[src/rtl/fsic_clk_pkg.sv]
// fsic_clk_pkg
// Shared definitions for the programmable clock divider: minimum legal
// ratio, divider state encoding and the ratio clamp helper.
package fsic_clk_pkg;

    localparam int DIV_MIN = 2;

    typedef enum logic {
        IDLE = 1'b0,
        RUN  = 1'b1
    } clk_state_t;

    // Ratios below DIV_MIN cannot produce a high and a low phase, so they
    // are raised to DIV_MIN; all other values pass through untouched.
    function automatic logic [31:0] clamp_div(input logic [31:0] v);
        return (v < 32'(DIV_MIN)) ? 32'(DIV_MIN) : v;
    endfunction

endpackage

[src/rtl/fsic_clk_div_core.sv]
// fsic_clk_div_core
// Period counter and registered divided-clock generation.
// Ports:
//   in        source clock (posedge)
//   reset     async active-high reset
//   en        run enable, honoured only at period boundaries
//   n_cur     ratio of the period in progress
//   n_next    ratio for the period that starts at the next boundary
//   at_bound  high when the coming edge ends a period (always true in IDLE)
//   out       divided clock
//   out_rise  one-cycle pulse coincident with out going 0->1
//
// state | meaning
// IDLE  | stopped, cnt parked at N-1, out low
// RUN   | counting 0..N-1, out high for the first ceil(N/2) counts
module fsic_clk_div_core
    import fsic_clk_pkg::*;
#(
    parameter int DIV_W       = 8,
    parameter int DEFAULT_DIV = 4
) (
    input  logic             in,
    input  logic             reset,
    input  logic             en,
    input  logic [DIV_W-1:0] n_cur,
    input  logic [DIV_W-1:0] n_next,
    output logic             at_bound,
    output logic             out,
    output logic             out_rise
);

    clk_state_t       state;
    logic [DIV_W-1:0] cnt;
    logic [DIV_W:0]   cnt_inc;
    logic [DIV_W:0]   high_cur;

    // One extra bit so ceil(N/2) cannot overflow at the largest ratio.
    assign cnt_inc  = {1'b0, cnt} + (DIV_W+1)'(1);
    assign high_cur = ({1'b0, n_cur} + (DIV_W+1)'(1)) >> 1;
    assign at_bound = (state == IDLE) || (cnt == n_cur - DIV_W'(1));

    always_ff @(posedge in or posedge reset) begin
        if (reset) begin
            state    <= IDLE;
            cnt      <= DIV_W'(DEFAULT_DIV - 1);
            out      <= 1'b0;
            out_rise <= 1'b0;
        end else begin
            out_rise <= 1'b0;
            if (at_bound) begin
                if (en) begin
                    state    <= RUN;
                    cnt      <= '0;
                    out      <= 1'b1;
                    out_rise <= 1'b1;
                end else begin
                    // Parked at N-1 so the first enabled edge is a boundary.
                    state <= IDLE;
                    cnt   <= n_next - DIV_W'(1);
                    out   <= 1'b0;
                end
            end else begin
                cnt <= cnt + DIV_W'(1);
                out <= (cnt_inc < high_cur);
            end
        end
    end

endmodule

[src/rtl/fsic_clock_div_prog.sv]
// fsic_clock_div_prog
// Programmable integer clock divider with glitch-free ratio changes and
// stop/start. Ratio updates take effect only at period boundaries.
// Ports:
//   in        source clock (posedge)
//   reset     async active-high reset
//   en        run enable
//   div_val   requested ratio, sampled when div_load=1
//   div_load  one-cycle ratio change request
//   div_ack   one-cycle pulse on the edge a new ratio takes effect
//   cur_div   active ratio (always >= 2)
//   out       divided clock (registered)
//   out_rise  one-cycle pulse with out going 0->1
module fsic_clock_div_prog
    import fsic_clk_pkg::*;
#(
    parameter int DIV_W       = 8,
    parameter int DEFAULT_DIV = 4
) (
    input  logic             in,
    input  logic             reset,
    input  logic             en,
    input  logic [DIV_W-1:0] div_val,
    input  logic             div_load,
    output logic             div_ack,
    output logic [DIV_W-1:0] cur_div,
    output logic             out,
    output logic             out_rise
);

    logic [DIV_W-1:0] ld_val;
    logic [DIV_W-1:0] pending;
    logic             pending_valid;
    logic [DIV_W-1:0] n_next;
    logic             at_bound;
    logic             apply;

    assign ld_val = DIV_W'(clamp_div(32'(div_val)));

    // A load on the boundary edge itself wins over any older pending value.
    assign apply  = at_bound && (div_load || pending_valid);
    assign n_next = !apply   ? cur_div :
                    div_load ? ld_val  : pending;

    always_ff @(posedge in or posedge reset) begin
        if (reset) begin
            cur_div       <= DIV_W'(DEFAULT_DIV);
            pending       <= DIV_W'(DEFAULT_DIV);
            pending_valid <= 1'b0;
            div_ack       <= 1'b0;
        end else begin
            div_ack <= apply;
            if (apply) begin
                cur_div       <= n_next;
                pending_valid <= 1'b0;
            end else if (div_load) begin
                pending       <= ld_val;
                pending_valid <= 1'b1;
            end
        end
    end

    fsic_clk_div_core #(
        .DIV_W       (DIV_W),
        .DEFAULT_DIV (DEFAULT_DIV)
    ) u_core (
        .in       (in),
        .reset    (reset),
        .en       (en),
        .n_cur    (cur_div),
        .n_next   (n_next),
        .at_bound (at_bound),
        .out      (out),
        .out_rise (out_rise)
    );

endmodule

[config.mk]
export PLATFORM = sky130hd
export DESIGN_NAME = fsic_clock_div_prog
export DESIGN_NICKNAME = d
export VERILOG_FILES = /design/src/rtl/fsic_clk_pkg.sv /design/src/rtl/fsic_clk_div_core.sv /design/src/rtl/fsic_clock_div_prog.sv
export SDC_FILE = /design/constraint.sdc
export NUM_CORES = 1
export LEC_CHECK = 0
export ABC_AREA = 1
export CORE_MARGIN = 2
export CORE_UTILIZATION = 42
export CTS_BUF_LIST = sky130_fd_sc_hd__clkbuf_2 sky130_fd_sc_hd__clkbuf_4 sky130_fd_sc_hd__clkbuf_8
export DETAILED_ROUTE_END_ITERATION = 7
export HOLD_SLACK_MARGIN = 0.03
export SLEW_MARGIN = 5
export SYNTH_ARGS = -nofsm -noshare
export SYNTH_HDL_FRONTEND = slang
export SYNTH_SLANG_ARGS = --single-unit
export TNS_END_PERCENT = 100
[constraint.sdc]
create_clock -name in -period 2.3 [get_ports in]
set_input_delay 0.345 -clock in [delete_from_list [all_inputs] [get_ports in]]
set_output_delay 0.345 -clock in [all_outputs]
set_load 0.01 [all_outputs]
==> reports/metrics.yaml, run 1 <==
critPathCaptureType: "register"
route.detailed.drc: 0
yosysSeqAreaShare_pct: 34.9
viasPerCell: 4.74
cp.arrival_ps: 2560
fillers: 454
drv_slew: 0
netlist_area_sq_um: 2100
setup_viol: 3
gp_congestion: 0.902
num_antenna_cells: 0
fin_util_pct: 63.7
htreeDepth: 2
reg2regPathDepth: 18
synth.most_common_cell: "nand2_1"
first_global_vias: 1901
relSlewSlack_pct: 77.1
grt_use_total_pct: 20.4
worst-path-buf-inv: 3
final_area_sq_um: 3030
startpoint_type: "register"
antenna_found_initial: 0
tightest_slew_ps: 333
crit_chain: "buf_4 > nor2_1 > nand2_1 > nor2_1 > nor2_2 > nand3_2 > nor2_2 > nand3_2 > nand2_4 > buf_6 > nand3_4 > nand2_4 > buf_12 > nand3_4 > nor2_2 > nand2_1 > nand3_2 > nand2_1"
overflow: 0
r2r-start: "cur_div[2]$_DFFE_PP1N_"
yosysWarnings: 0
synth_fp_nets: 300
timing.fmax_ghz: 0.419
fp.coreArea_sq_um: 4750
cts.sinks: 29
fin_skew_ps: 5.39
drive_gt1_share_pct: 34.4
clockBufferDepth: 2
clk_pin_slew_ps: 60
status: "finished, violations left"
grt_pass1_wl_um: 8580
ys.flop_type: "dfrtp_1"
dieArea_sq_um: 5570
cts-hold-fix-buffers: 0
ys_types: 35
die_y_um: 74.6
cts_tree: "yes"
leakage_nw: 1.46
synth_xor_area_share_pct: 6.27
placedInstanceArea_sq_um: 2660
cp.required_ps: 2480
setup_slack_ps: -85.2
syn_inst: 277
clock_latency_ps: 290
place_worst_setup_slack_ps: -165
p_total_mw: 4.03
vias: 2001
hpwlAfterDp_um: 3900
dpl.cell_count: 402
synthArstFlopShare_pct: 100
numPortBuffers: 22
ioPinCount: 23
netlist_top_cells_area: "dfrtp_1, nand2_1, ha_1, inv_1, dfstp_2"
violations: "negative setup slack"
synth_top_family_by_area: "simple AND/OR/NAND/NOR gates"
slowest_delay_ps: 550
rows: 25
nets: 377
fin_cells: 422
drt-pass1-iter-count: 4
cts_buffers: 5
grt_max_degree: 30
syn_area_per_cell_sq_um: 7.57
root_buffer: "clkbuf_8"
ant_nets: 0
rsz0062_at_grt: "yes"
cp_top_family: "simple AND/OR/NAND/NOR gates"
area_growth_pct: 44.4
muxShareOfSynthArea_pct: 0.478
die_w_um: 74.6
power_density_nw_per_um2: 1330
reg2reg_slack_ps: -90
fin_crit_sh_pct: 104
hold_slack_ps: 418
r2r-end: "u_core.cnt[5]$_DFF_PP0_"
min_period_ps: 2390
routed_wl_um: 5220
finalHoldViolCount: 0
max-cap-violations: 0
synth_commonest_cells: "nand2_1, inv_1, dfrtp_1"
synthAdderAreaFrac_pct: 6.57
criticalPathCategory: "register to register"
synthSimpleGateAreaFrac_pct: 34.3
yosysTopAreaCell: "dfrtp_1"
crit_cells: 18
crit_fanout: 6
drtIter0Drc: 79
slowest_stage: "dfstp_2"
ys_seq_elements: 29
wl_per_cell_um: 12.4
vdd_ir_drop_max_mv: 0.686
synth-compound-area-share_pct: 8.36
netlist.area_leader.share_pct: 29.9
synth_edf_count: 0
fin_tns_setup_ps: -160
hold_class: "input port to async pin"
start_util_pct: 44.1
[registers in the layout, indices dropped and copies added, names as in the netlist]
name	cells
cur_div	8
div_ack	1
pending	8
pending_valid	1
u_core.cnt	8
u_core.out	1
u_core.out_rise	1
u_core.state	1
[routing by layer]
metal  wire length (um)  GRT usage (%)
met3                139           3.21
met1               2410           26.9
met2               2610           34.8
met4                 62           5.95
met5                  0              0
[worst max-delay path by stage]
stage / to / slack [ps] / startpoint
final: u_core.cnt[5]$_DFF_PP0_ / -90 / cur_div[2]$_DFFE_PP1N_
after global routing: u_core.cnt[5]$_DFF_PP0_ / -270 / cur_div[0]$_DFFE_PP0N_
after CTS: u_core.out$_DFF_PP0_ / -50 / cur_div[2]$_DFFE_PP1N_
after detailed placement: u_core.out$_DFF_PP0_ / -160 / cur_div[2]$_DFFE_PP1N_
after global placement: u_core.out$_DFF_PP0_ / -150 / cur_div[2]$_DFFE_PP1N_
after floorplan: u_core.cnt[4]$_DFF_PP0_ / 10 / cur_div[0]$_DFFE_PP0N_
[cells in the final DEF, fill, tap and decap left out, types with 2 or more instances in the layout]
master / n
or2_2: 2
dfstp_2: 4
inv_1: 31
a21oi_2: 2
nand4_1: 2
ha_1: 9
buf_6: 5
clkbuf_8: 5
nand2_4: 7
nand3_4: 2
clkdlybuf4s50_1: 22
nor2_2: 8
xnor2_1: 3
o21ai_1: 8
dfrtp_1: 25
o21ai_0: 14
nor2_1: 8
ha_4: 2
clkinvlp_4: 2
nand2_1: 70
nor3_2: 2
inv_2: 9
nand3_2: 8
clkinv_2: 2
buf_4: 44
a21oi_1: 3
xor2_1: 12
nand3_1: 17
nand2_2: 8
nor2_4: 2
nor3_4: 2
[worst min-delay path: stages]
cell             delay [ps]
clkdlybuf4s50_1         390
inv_1                    50
buf_4                   320
[timing repair]
| action | 4_1_cts | 5_1_grt |
|---|---|---|
| endpoints found under the setup margin | 6 | 21 |
| pin swaps | 6 | 23 |
| gates cloned | 0 | 1 |
| setup buffers | 3 | 8 |
| resized for setup | 12 | 36 |
[cell families (layout without fill, tap and decap cells)]
logic type	Yosys count	after routing
xor+xnor	15	15
compound gates	33	33
flops	29	29
buf+inv	44	122
simple gates	144	144
mux	1	1
fa+ha+maj	11	11
[layout make-up]
type | instances | area [sq um] | area share, %
Clock buffer | 6 | 76.3 | 2.52
Clock inverter | 2 | 10.0 | 0.331
Inverter | 41 | 158 | 5.21
Multi-Input combinational cell | 204 | 1330 | 44.1
Sequential cell | 29 | 731 | 24.1
Tap cell | 67 | 83.8 | 2.77
Timing Repair Buffer | 72 | 627 | 20.7
Timing Repair inverter | 1 | 7.51 | 0.248
[power by group]
part	switching (mW)	internal, mW	total (mW)
registers	0.189	0.718	0.907
logic	1.40	1.31	2.71
clock network	0.194	0.221	0.415
Power figures use the tool's default switching activity.
==> run 2: changes to the inputs <==
--- a/config.mk
+++ b/config.mk
@@ -6,11 +6,13 @@
 export NUM_CORES = 1
 export LEC_CHECK = 0
 export ABC_AREA = 1
-export CORE_MARGIN = 2
-export CORE_UTILIZATION = 42
+export CORE_MARGIN = 5
+export CORE_UTILIZATION = 53
 export CTS_BUF_LIST = sky130_fd_sc_hd__clkbuf_2 sky130_fd_sc_hd__clkbuf_4 sky130_fd_sc_hd__clkbuf_8
 export DETAILED_ROUTE_END_ITERATION = 7
+export GPL_TIMING_DRIVEN = 0
 export HOLD_SLACK_MARGIN = 0.03
+export PLACE_DENSITY = 0.79
 export SLEW_MARGIN = 5
 export SYNTH_ARGS = -nofsm -noshare
 export SYNTH_HDL_FRONTEND = slang
==> reports/metrics.yaml, run 2 (synthesized netlist as in run 1, its figures left out) <==
die_w_um: 72.9
fp.coreArea_sq_um: 3740
clock_latency_ps: 280
routed_wl_um: 4660
p_total_mw: 3.44
setup_viol: 5
fin_skew_ps: 6.27
hold_class: "register to register"
multi_input_area_sq_um: 1250
tightest_slew_ps: 1050
hpwlAfterDp_um: 3410
wl_per_cell_um: 12.8
ant_nets: 0
dpl.cell_count: 347
critical_path.most_common_cell: "nand3_1"
cts.sinks: 29
clockBufferDepth: 2
startpoint_type: "register"
root_buffer: "clkbuf_8"
reg2reg_slack_ps: -60
criticalPathCategory: "register to register"
viasPerCell: 5.11
rsz0062_at_grt: "yes"
grt_pass1_wl_um: 7940
antenna_found_initial: 0
drt-pass1-iter-count: 4
gp_congestion: 0.871
route.detailed.drc: 0
slowest_stage: "dfstp_2"
drv_slew: 0
vias: 1860
reg2regPathDepth: 17
cts_buffers: 5
violations: "negative setup slack"
final_area_sq_um: 2620
r2r-start: "cur_div[2]$_DFFE_PP1N_"
grt_use_total_pct: 19.1
hold_slack_ps: 483
area_growth_pct: 24.9
overflow: 0
placedInstanceArea_sq_um: 2380
r2r-end: "u_core.cnt[7]$_DFF_PP0_"
max-cap-violations: 0
first_global_vias: 1792
place_worst_setup_slack_ps: -227
finalHoldViolCount: 0
layout_common_cells: "nand2_1, inv_1, dfrtp_1"
num_antenna_cells: 0
vdd_ir_drop_max_mv: 0.666
htreeDepth: 2
mostFrequentLayoutCell: "nand2_1"
slowest_delay_ps: 550
top_regs: "cur_div (8), pending (8), u_core.cnt (8)"
nets: 338
critPathCaptureType: "register"
worstSetupStartpoint: "cur_div[2]$_DFFE_PP1N_"
drive_gt1_share_pct: 22.8
dieArea_sq_um: 5310
rows: 22
grt_max_degree: 30
critical_path.endpoint: "u_core.cnt[7]$_DFF_PP0_"
numPortBuffers: 22
cp.arrival_ps: 2520
ioPinCount: 23
fin_crit_sh_pct: 102
status: "finished, violations left"
drtIter0Drc: 128
start_util_pct: 56.0
crit_chain: "buf_4 > nor2_2 > nand2_2 > nand2_1 > nand3_1 > nand3_2 > nor2_2 > nand3_2 > nand2_4 > buf_12 > nand3_1 > nand2_2 > nand2_2 > nor2_4 > nand3_1 > nand3_1 > nand2_1"
power_density_nw_per_um2: 1310
relSlewSlack_pct: 30.2
setup_slack_ps: -55.1
fillers: 311
die_y_um: 72.9
cp.required_ps: 2470
regArea_sq_um: 731
cts_tree: "yes"
fin_cells: 364
clk_pin_slew_ps: 60
timing.fmax_ghz: 0.425
crit_fanout: 10
leakage_nw: 1.25
min_period_ps: 2360
run 2: cell count changes in the layout (fill, tap and decap cells not counted), moves of 3 or more:
cell     change
nand2_1      +4
nand3_1      +4
nand3_2      -3
buf_4       -35
buf_6        -5
run 2: worst min-delay path by stage:
stage                      startpoint                      to  slack (ps)  cells after the start
6_report       pending[5]$_DFFE_PP0P_  pending[5]$_DFFE_PP0P_         480                      2
5_1_grt        pending[4]$_DFFE_PP0P_  pending[4]$_DFFE_PP0P_         510                      2
4_1_cts        pending[5]$_DFFE_PP0P_  pending[5]$_DFFE_PP0P_         490                      2
3_5_place_dp   pending[5]$_DFFE_PP0P_  pending[5]$_DFFE_PP0P_         470                      2
3_3_place_gp   pending[3]$_DFFE_PP0P_  pending[3]$_DFFE_PP0P_         460                      2
2_1_floorplan                   reset  cur_div[0]$_DFFE_PP0N_         420                      1
run 2: final cells by class:
cell class / instances / share of cell area (%)
Buffer: 3 / 1.48
Clock buffer: 6 / 2.92
Clock inverter: 2 / 0.382
Inverter: 41 / 6.12
Multi-Input combinational cell: 204 / 47.9
Sequential cell: 29 / 27.9
Tap cell: 48 / 2.29
Timing Repair Buffer: 31 / 11.0
run 2: power breakdown:
group | internal (mW) | switching, mW
registers | 0.718 | 0.225
clock network | 0.221 | 0.184
logic | 0.894 | 1.20
total | 1.83 | 1.61
run 2: layer usage:
metal  track usage, %  up-vias  share of wire [%]
met2             33.2       37                 50
met1             23.6      849                 44
met5                0        -                  0
met3             2.62        9                4.1
met4             7.79        0                2.2
li1                 -      965                  -
run 2: what timing repair did:
item | 4_1_cts | 5_1_grt
hold buffers | 0 | 0
setup buffers | 6 | 3
setup endpoints to repair | 13 | 14
gates resized for setup | 11 | 14
pin swaps | 4 | 6
run 2: metrics by stage:
stage	utilization (%)	TNS (ps)
2_1_floorplan	-	0
6_report	69.9	-151
5_1_grt	69.9	-1250
3_5_place_dp	63.7	-965
4_1_cts	68.3	-29.4
3_3_place_gp	63.7	-772
run 2: worst max-delay path: cells and delay by family (launching register included):
family / cells / cell delay, ps
and+or+nand+nor: 15 / 1420
DFF: 1 / 550
buffers and inverters: 2 / 280
